[src/rtl/inject_scheduler.sv]
// Host-side flit injector: steers flits into per-node 2-entry FIFOs and emits them toward the NoC splitter.
// A small IDLE/RUN/DRAIN/DONE controller gates injection, and a saturating counter tracks discarded flits.
module inject_scheduler #(
  parameter int DATA_W       = 8,
  parameter int NODE_PER_ROW = 4,
  parameter int NODE_PER_COL = 4,
  localparam int N    = NODE_PER_ROW * NODE_PER_COL,
  localparam int ID_W = (N > 1) ? $clog2(N) : 1
) (
  input  logic                clk,
  input  logic                rst,
  input  logic                start,
  input  logic                drain_req,
  output logic                drain_done,
  input  logic                in_valid,
  output logic                in_ready,
  input  logic [ID_W-1:0]     in_dest,
  input  logic [DATA_W-1:0]   in_data,
  input  logic [N-1:0]        stall_i,
  input  logic                cfg_we,
  input  logic [N-1:0]        cfg_off_mask,
  output logic [N-1:0]        valid_o,
  output logic [DATA_W*N-1:0] data_o,
  output logic [N-1:0]        off_sigs_o,
  output logic [15:0]         drop_cnt
);

  typedef enum logic [1:0] {S_IDLE, S_RUN, S_DRAIN, S_DONE} state_e;

  state_e state_q, state_d;

  logic [DATA_W-1:0]   mem_q [N][2];
  logic [1:0]          cnt_q [N];
  logic [1:0]          cnt_d [N];
  logic                rd_q  [N];
  logic                rd_d  [N];
  logic                wr_q  [N];
  logic                wr_d  [N];

  logic [N-1:0]        off_mask_q, off_mask_d;
  logic [N-1:0]        off_sigs_q;
  logic [N-1:0]        valid_q, valid_d;
  logic [DATA_W*N-1:0] data_q, data_d;
  logic [15:0]         drop_q, drop_d;

  logic                active;
  logic                all_empty;
  logic [ID_W:0]       dest_ext;
  logic                dest_in_range;
  logic                dest_off;
  logic                dest_full;
  logic                accept;
  logic                discard_in;
  logic [N-1:0]        push_vec, pop_vec, flush_vec;
  logic [16:0]         drop_inc, drop_sum;

  // Destinations beyond the node count are legal and simply discarded.
  assign dest_ext      = {1'b0, in_dest};
  assign dest_in_range = dest_ext < (ID_W+1)'(N);
  assign dest_off      = dest_in_range && off_mask_q[in_dest];
  assign dest_full     = dest_in_range && (cnt_q[in_dest] == 2'd2);
  assign accept        = in_valid && in_ready;
  assign discard_in    = accept && (!dest_in_range || dest_off);

  // ---------------- FSM: state register ----------------
  always_ff @(posedge clk) begin
    // NOTE: sequential state uses non-blocking (<=) so every register samples pre-edge values.
    if (rst) state_q <= S_IDLE;
    else     state_q <= state_d;
  end

  // ---------------- FSM: next state ----------------
  always_comb begin
    // NOTE: default assignment first keeps every path assigned, so no latch is inferred.
    state_d = state_q;
    unique case (state_q)
      S_IDLE:  if (start)     state_d = S_RUN;
      S_RUN:   if (drain_req) state_d = S_DRAIN;
      S_DRAIN: if (all_empty) state_d = S_DONE;
      S_DONE:  if (start)     state_d = S_RUN;
      default:                state_d = S_IDLE;
    endcase
  end

  // ---------------- FSM: outputs ----------------
  always_comb begin
    in_ready   = (state_q == S_RUN) && (!dest_in_range || dest_off || !dest_full);
    drain_done = (state_q == S_DONE);
    active     = (state_q == S_RUN) || (state_q == S_DRAIN);
  end

  // Per-node push / pop / flush decisions; a pop never frees room for a same-cycle push.
  always_comb begin
    all_empty = 1'b1;
    push_vec  = '0;
    pop_vec   = '0;
    flush_vec = '0;
    for (int n = 0; n < N; n++) begin
      push_vec[n]  = accept && dest_in_range && !dest_off && (in_dest == ID_W'(n));
      pop_vec[n]   = active && (cnt_q[n] != 2'd0) && !stall_i[n] && !off_mask_q[n];
      flush_vec[n] = (state_q == S_DRAIN) && (cnt_q[n] != 2'd0) && off_mask_q[n];
      if (cnt_q[n] != 2'd0) all_empty = 1'b0;
    end
  end

  always_comb begin
    for (int n = 0; n < N; n++) begin
      cnt_d[n] = cnt_q[n] + 2'(push_vec[n]) - 2'(pop_vec[n] | flush_vec[n]);
      rd_d[n]  = rd_q[n] ^ (pop_vec[n] | flush_vec[n]);
      wr_d[n]  = wr_q[n] ^ push_vec[n];
    end
  end

  always_comb begin
    valid_d = pop_vec;
    data_d  = data_q;
    for (int n = 0; n < N; n++) begin
      if (pop_vec[n]) data_d[n*DATA_W +: DATA_W] = mem_q[n][rd_q[n]];
    end
  end

  // Saturating drop counter: input discards plus all flushes of this cycle.
  always_comb begin
    drop_inc = 17'(discard_in);
    for (int n = 0; n < N; n++) drop_inc = drop_inc + 17'(flush_vec[n]);
    drop_sum = {1'b0, drop_q} + drop_inc;
    drop_d   = drop_sum[16] ? 16'hFFFF : drop_sum[15:0];
  end

  assign off_mask_d = cfg_we ? cfg_off_mask : off_mask_q;

  always_ff @(posedge clk) begin
    if (rst) begin
      for (int n = 0; n < N; n++) begin
        cnt_q[n] <= 2'd0;
        rd_q[n]  <= 1'b0;
        wr_q[n]  <= 1'b0;
      end
      off_mask_q <= '0;
      off_sigs_q <= '0;
      valid_q    <= '0;
      data_q     <= '0;
      drop_q     <= '0;
    end else begin
      for (int n = 0; n < N; n++) begin
        cnt_q[n] <= cnt_d[n];
        rd_q[n]  <= rd_d[n];
        wr_q[n]  <= wr_d[n];
      end
      off_mask_q <= off_mask_d;
      off_sigs_q <= off_mask_q;
      valid_q    <= valid_d;
      data_q     <= data_d;
      drop_q     <= drop_d;
    end
  end

  // NOTE: FIFO storage is not reset; occupancy counters alone decide which entries are live.
  always_ff @(posedge clk) begin
    for (int n = 0; n < N; n++) begin
      if (push_vec[n]) mem_q[n][wr_q[n]] <= in_data;
    end
  end

  assign valid_o    = valid_q;
  assign data_o     = data_q;
  assign off_sigs_o = off_sigs_q;
  assign drop_cnt   = drop_q;

endmodule
[config.mk]
export PLATFORM = sky130hd
export DESIGN_NAME = inject_scheduler
export DESIGN_NICKNAME = d
export VERILOG_FILES = /design/src/rtl/inject_scheduler.sv
export SDC_FILE = /design/constraint.sdc
export NUM_CORES = 1
export LEC_CHECK = 0
export ABC_AREA = 1
export CORE_MARGIN = 5
export CORE_UTILIZATION = 60
export CTS_CLUSTER_DIAMETER = 30
export DETAILED_ROUTE_END_ITERATION = 10
export PLACE_DENSITY = 0.84
export SLEW_MARGIN = 20
export SYNTH_ARGS = -nofsm -noshare
export SYNTH_HDL_FRONTEND = slang
export SYNTH_SLANG_ARGS = --single-unit
[constraint.sdc]
create_clock -name clk -period 10.4 [get_ports clk]
set_input_delay 2.08 -clock clk [delete_from_list [all_inputs] [get_ports clk]]
set_output_delay 2.08 -clock clk [all_outputs]
set_load 0.01 [all_outputs]
==> flow_metrics.env <==
export IMPL_cts_buffer_depth=3
export IMPL_grt_remaining_overflow=0
export IMPL_grt_util_all_layers_pct=25.76
export IMPL_io_buffers=227
export IMPL_hold_buffers=0
export IMPL_rsz0062_at_grt="false"
export IMPL_yosysUniqueCellTypes=33
export IMPL_ios=228
export IMPL_path_clk_slew_ns=0.05
export IMPL_cp_data_arrival_time_ns=8.68
export IMPL_hp_class="reg -> reg"
export IMPL_crit_type="in -> reg"
export IMPL_power_density_nw_per_um2=196.1
export IMPL_synth_edf_count=256
export IMPL_grt_pass1_wl_um=78760
export IMPL_ant_nets=0
export IMPL_layout_drive_gt1_share_pct=8.884
export IMPL_setup_violations=0
export IMPL_cp_start_kind="primary input"
export IMPL_synth_nets=2117
export IMPL_grt_max_degree=89
export IMPL_grt_antenna_before_repair=2
export IMPL_finalCriticalPeriod_ns=8.200
export IMPL_yosysTopAreaCell="edfxtp_1"
export IMPL_slowest_delay_ns=0.67
export IMPL_h_tree_depth=3
export IMPL_synthTopCellsByArea="edfxtp_1 37%, dfxtp_1 25%, a211oi_1 7.0%"
export IMPL_grt_pass1_vias=15060
export IMPL_cts_setup_buffers=0
export IMPL_cap_violations=0
export IMPL_wl_per_cell_um=18.16
export IMPL_drtPass1Iterations=6
export IMPL_endpoint_kind="register"
export IMPL_fp_dieArea_um2=38340
export IMPL_drt_iter0_drc=1201
export IMPL_synthArstFlopShare_pct=0
export IMPL_p_leak_nw=10.42
export IMPL_cts_sinks=514
export IMPL_worstMarginPinSlew_ns=1.050
export IMPL_core_um2=34290
export IMPL_fin_crit_sh_pct=78.85
export IMPL_irDropWorstVdd_mv=0.1581
export IMPL_status="complete, no violations"
export IMPL_synth_top_area_share_pct=37.11
export IMPL_dpl_cell_count=2582
export IMPL_synth_area_um2=20710
export IMPL_clk_latency_ns=0.60
export IMPL_nets=2356
export IMPL_cpMostUsedCell="nand2_1"
export IMPL_synth_avg_cell_area_um2=10.49
export IMPL_fin_worst_skew_ns=0.02930
export IMPL_fin_cells=2741
export IMPL_hold_viol_final=0
export IMPL_die_w_um=195.8
export IMPL_synth_top_flop_cell="dfxtp_1"
export IMPL_path_max_fanout=21
export IMPL_synth_cells=1974
export IMPL_cts_resized=0
export IMPL_required_ns=10.88
export IMPL_dpl_hpwl_um=31930
export IMPL_slew_headroom_pct=29.92
export IMPL_worst_r2r_setup_slack_ns=3.93
export IMPL_postRouteWirelength_um=49770
export IMPL_globalplace_congestion=0.8862
export IMPL_cts_tree="yes"
export IMPL_num_vias=14830
export IMPL_ys_ff_latch=514
export IMPL_crit_path_top_delay_cell="clkdlybuf4s50_1"
export IMPL_area_growth_pct=26.11
export IMPL_clockRootBuffer="clkbuf_16"
export IMPL_start_util_pct=60.41
export IMPL_setup_tns_ns=0
export IMPL_clock_fmax_ghz=0.1220
export IMPL_finalMaxSlewViolations=0
export IMPL_drc_errors=0
export IMPL_cts_made_buffers=84
export IMPL_synth_seq_area_share_pct=62.04
export IMPL_yosysWarnings=0
export IMPL_dieHeight_um=195.8
export IMPL_via_per_inst=5.412
export IMPL_row_count=68
power breakdown:
part / internal (mW) / switching, mW
registers: 2.15 / 0.0150
clock network: 1.68 / 1.03
logic: 0.0728 / 0.183
logic make-up (layout without fill, tap and decap cells):
kind of cell | after synthesis | count (layout) | synth area share [%]
AOI/OAI and AO/OA | 347 | 347 | 10.73
buffers and inverters | 420 | 731 | 7.786
DFF | 514 | 514 | 62.04
xor gates and xnor gates | 23 | 23 | 0.9724
other | 0 | 1 | 0
and+or+nand+nor | 545 | 545 | 10.67
muxes | 32 | 32 | 1.740
adders and majority gates | 93 | 93 | 6.052
cells in the mapped netlist (all sizes together) (6+ instances only):
master / number
ha: 81
fa: 12
xnor2: 6
a211oi: 192
a21oi: 98
mux2: 32
xor2: 17
dfxtp: 258
edfxtp: 256
buf: 31
nand2: 229
clkbuf: 56
o21ai: 54
inv: 330
nor2: 228
nor3: 10
nand3: 71
worst paths after layout:
| path | start | end | cells after the start |
|---|---|---|---|
| max | in_dest[0] | drop_cnt[11]$_SDFF_PP0_ | 30 |
| min | data_o[79]$_SDFFE_PP0P_ | data_o[79]$_SDFFE_PP0P_ | 2 |
| max reg2reg | state_q[0]$_SDFFE_PP0P_ | drop_cnt[11]$_SDFF_PP0_ | 21 |
| min reg2reg | data_o[79]$_SDFFE_PP0P_ | data_o[79]$_SDFFE_PP0P_ | 2 |
critical path: cells and delay by family:
family | cells | cell delay (ns)
fa+ha+maj | 7 | 3.18
buf+inv | 8 | 1.46
simple gates | 13 | 1.46
compound gates | 2 | 0.49
per-stage QoR:
stage / hold WS [ns] / util [%] / cell area, um2 / power [mW] / setup slack, ns
final: 0.4577 / 76.19 / 26120 / 5.124 / 2.200
after detailed placement: 0.4518 / 67.93 / 23290 / 2.452 / 1.731
after global routing: 0.4751 / 76.19 / 26120 / 5.273 / 1.757
after CTS: 0.4590 / 76.18 / 26120 / 5.151 / 2.289
after global placement: 0.4506 / 67.93 / 23290 / 2.443 / 1.920
after floorplan: 0.4431 / - / 20710 / 2.337 / 3.222
state kept, by name, summed over array words and instances (netlist names):
name        cells
mem_q         256
data_o        128
cnt_q          32
drop_cnt       16
off_mask_q     16
off_sigs_o     16
rd_q           16
valid_o        16
wr_q           16
state_q         2
cells in the final DEF, fill, tap and decap left out, types with 3 or more instances in the layout:
master,synthesis,final
nand4_1,3,3
inv_8,0,6
buf_4,2,13
inv_1,329,329
nand3_1,71,71
nor3_2,4,4
mux2_2,32,32
clkinv_1,3,9
nand2_1,225,225
inv_6,0,13
bufinv_16,0,5
ha_1,81,81
clkinv_4,0,8
clkbuf_1,55,7
a211oi_1,192,192
a21oi_1,98,98
clkdlybuf4s50_1,0,226
xnor2_1,6,6
nor2_1,228,228
o21ai_0,53,53
clkinvlp_4,0,8
fa_1,12,12
nand2_2,4,4
clkbuf_16,0,85
dfxtp_1,258,258
xor2_1,17,17
clkinv_8,0,5
edfxtp_1,256,256
nor3_1,6,6
clkinv_2,0,11
cell type report:
class / instances / area (um2)
repair buffers: 240 / 2371
clock inverters: 64 / 646.9
inverters: 333 / 1250
multi-input cells: 1040 / 6250
flip-flops and latches: 514 / 12850
clock buffers: 94 / 2181
diodes: 1 / 2.502
well taps: 455 / 569.3
fillers: 2177 / 8165
metal layers:
metal / track usage (%) / vias to the layer above / share of wire, % / wire length [um]
met3: 4.912 / 100 / 7.5 / 3722
li1: - / 7135 / - / -
met1: 33.36 / 7044 / 41 / 20450
met2: 43.31 / 553 / 48 / 24090
met5: 0 / - / 0.026 / 13
met4: 9.930 / 2 / 3.0 / 1488
(Power assumes the default switching activity.)
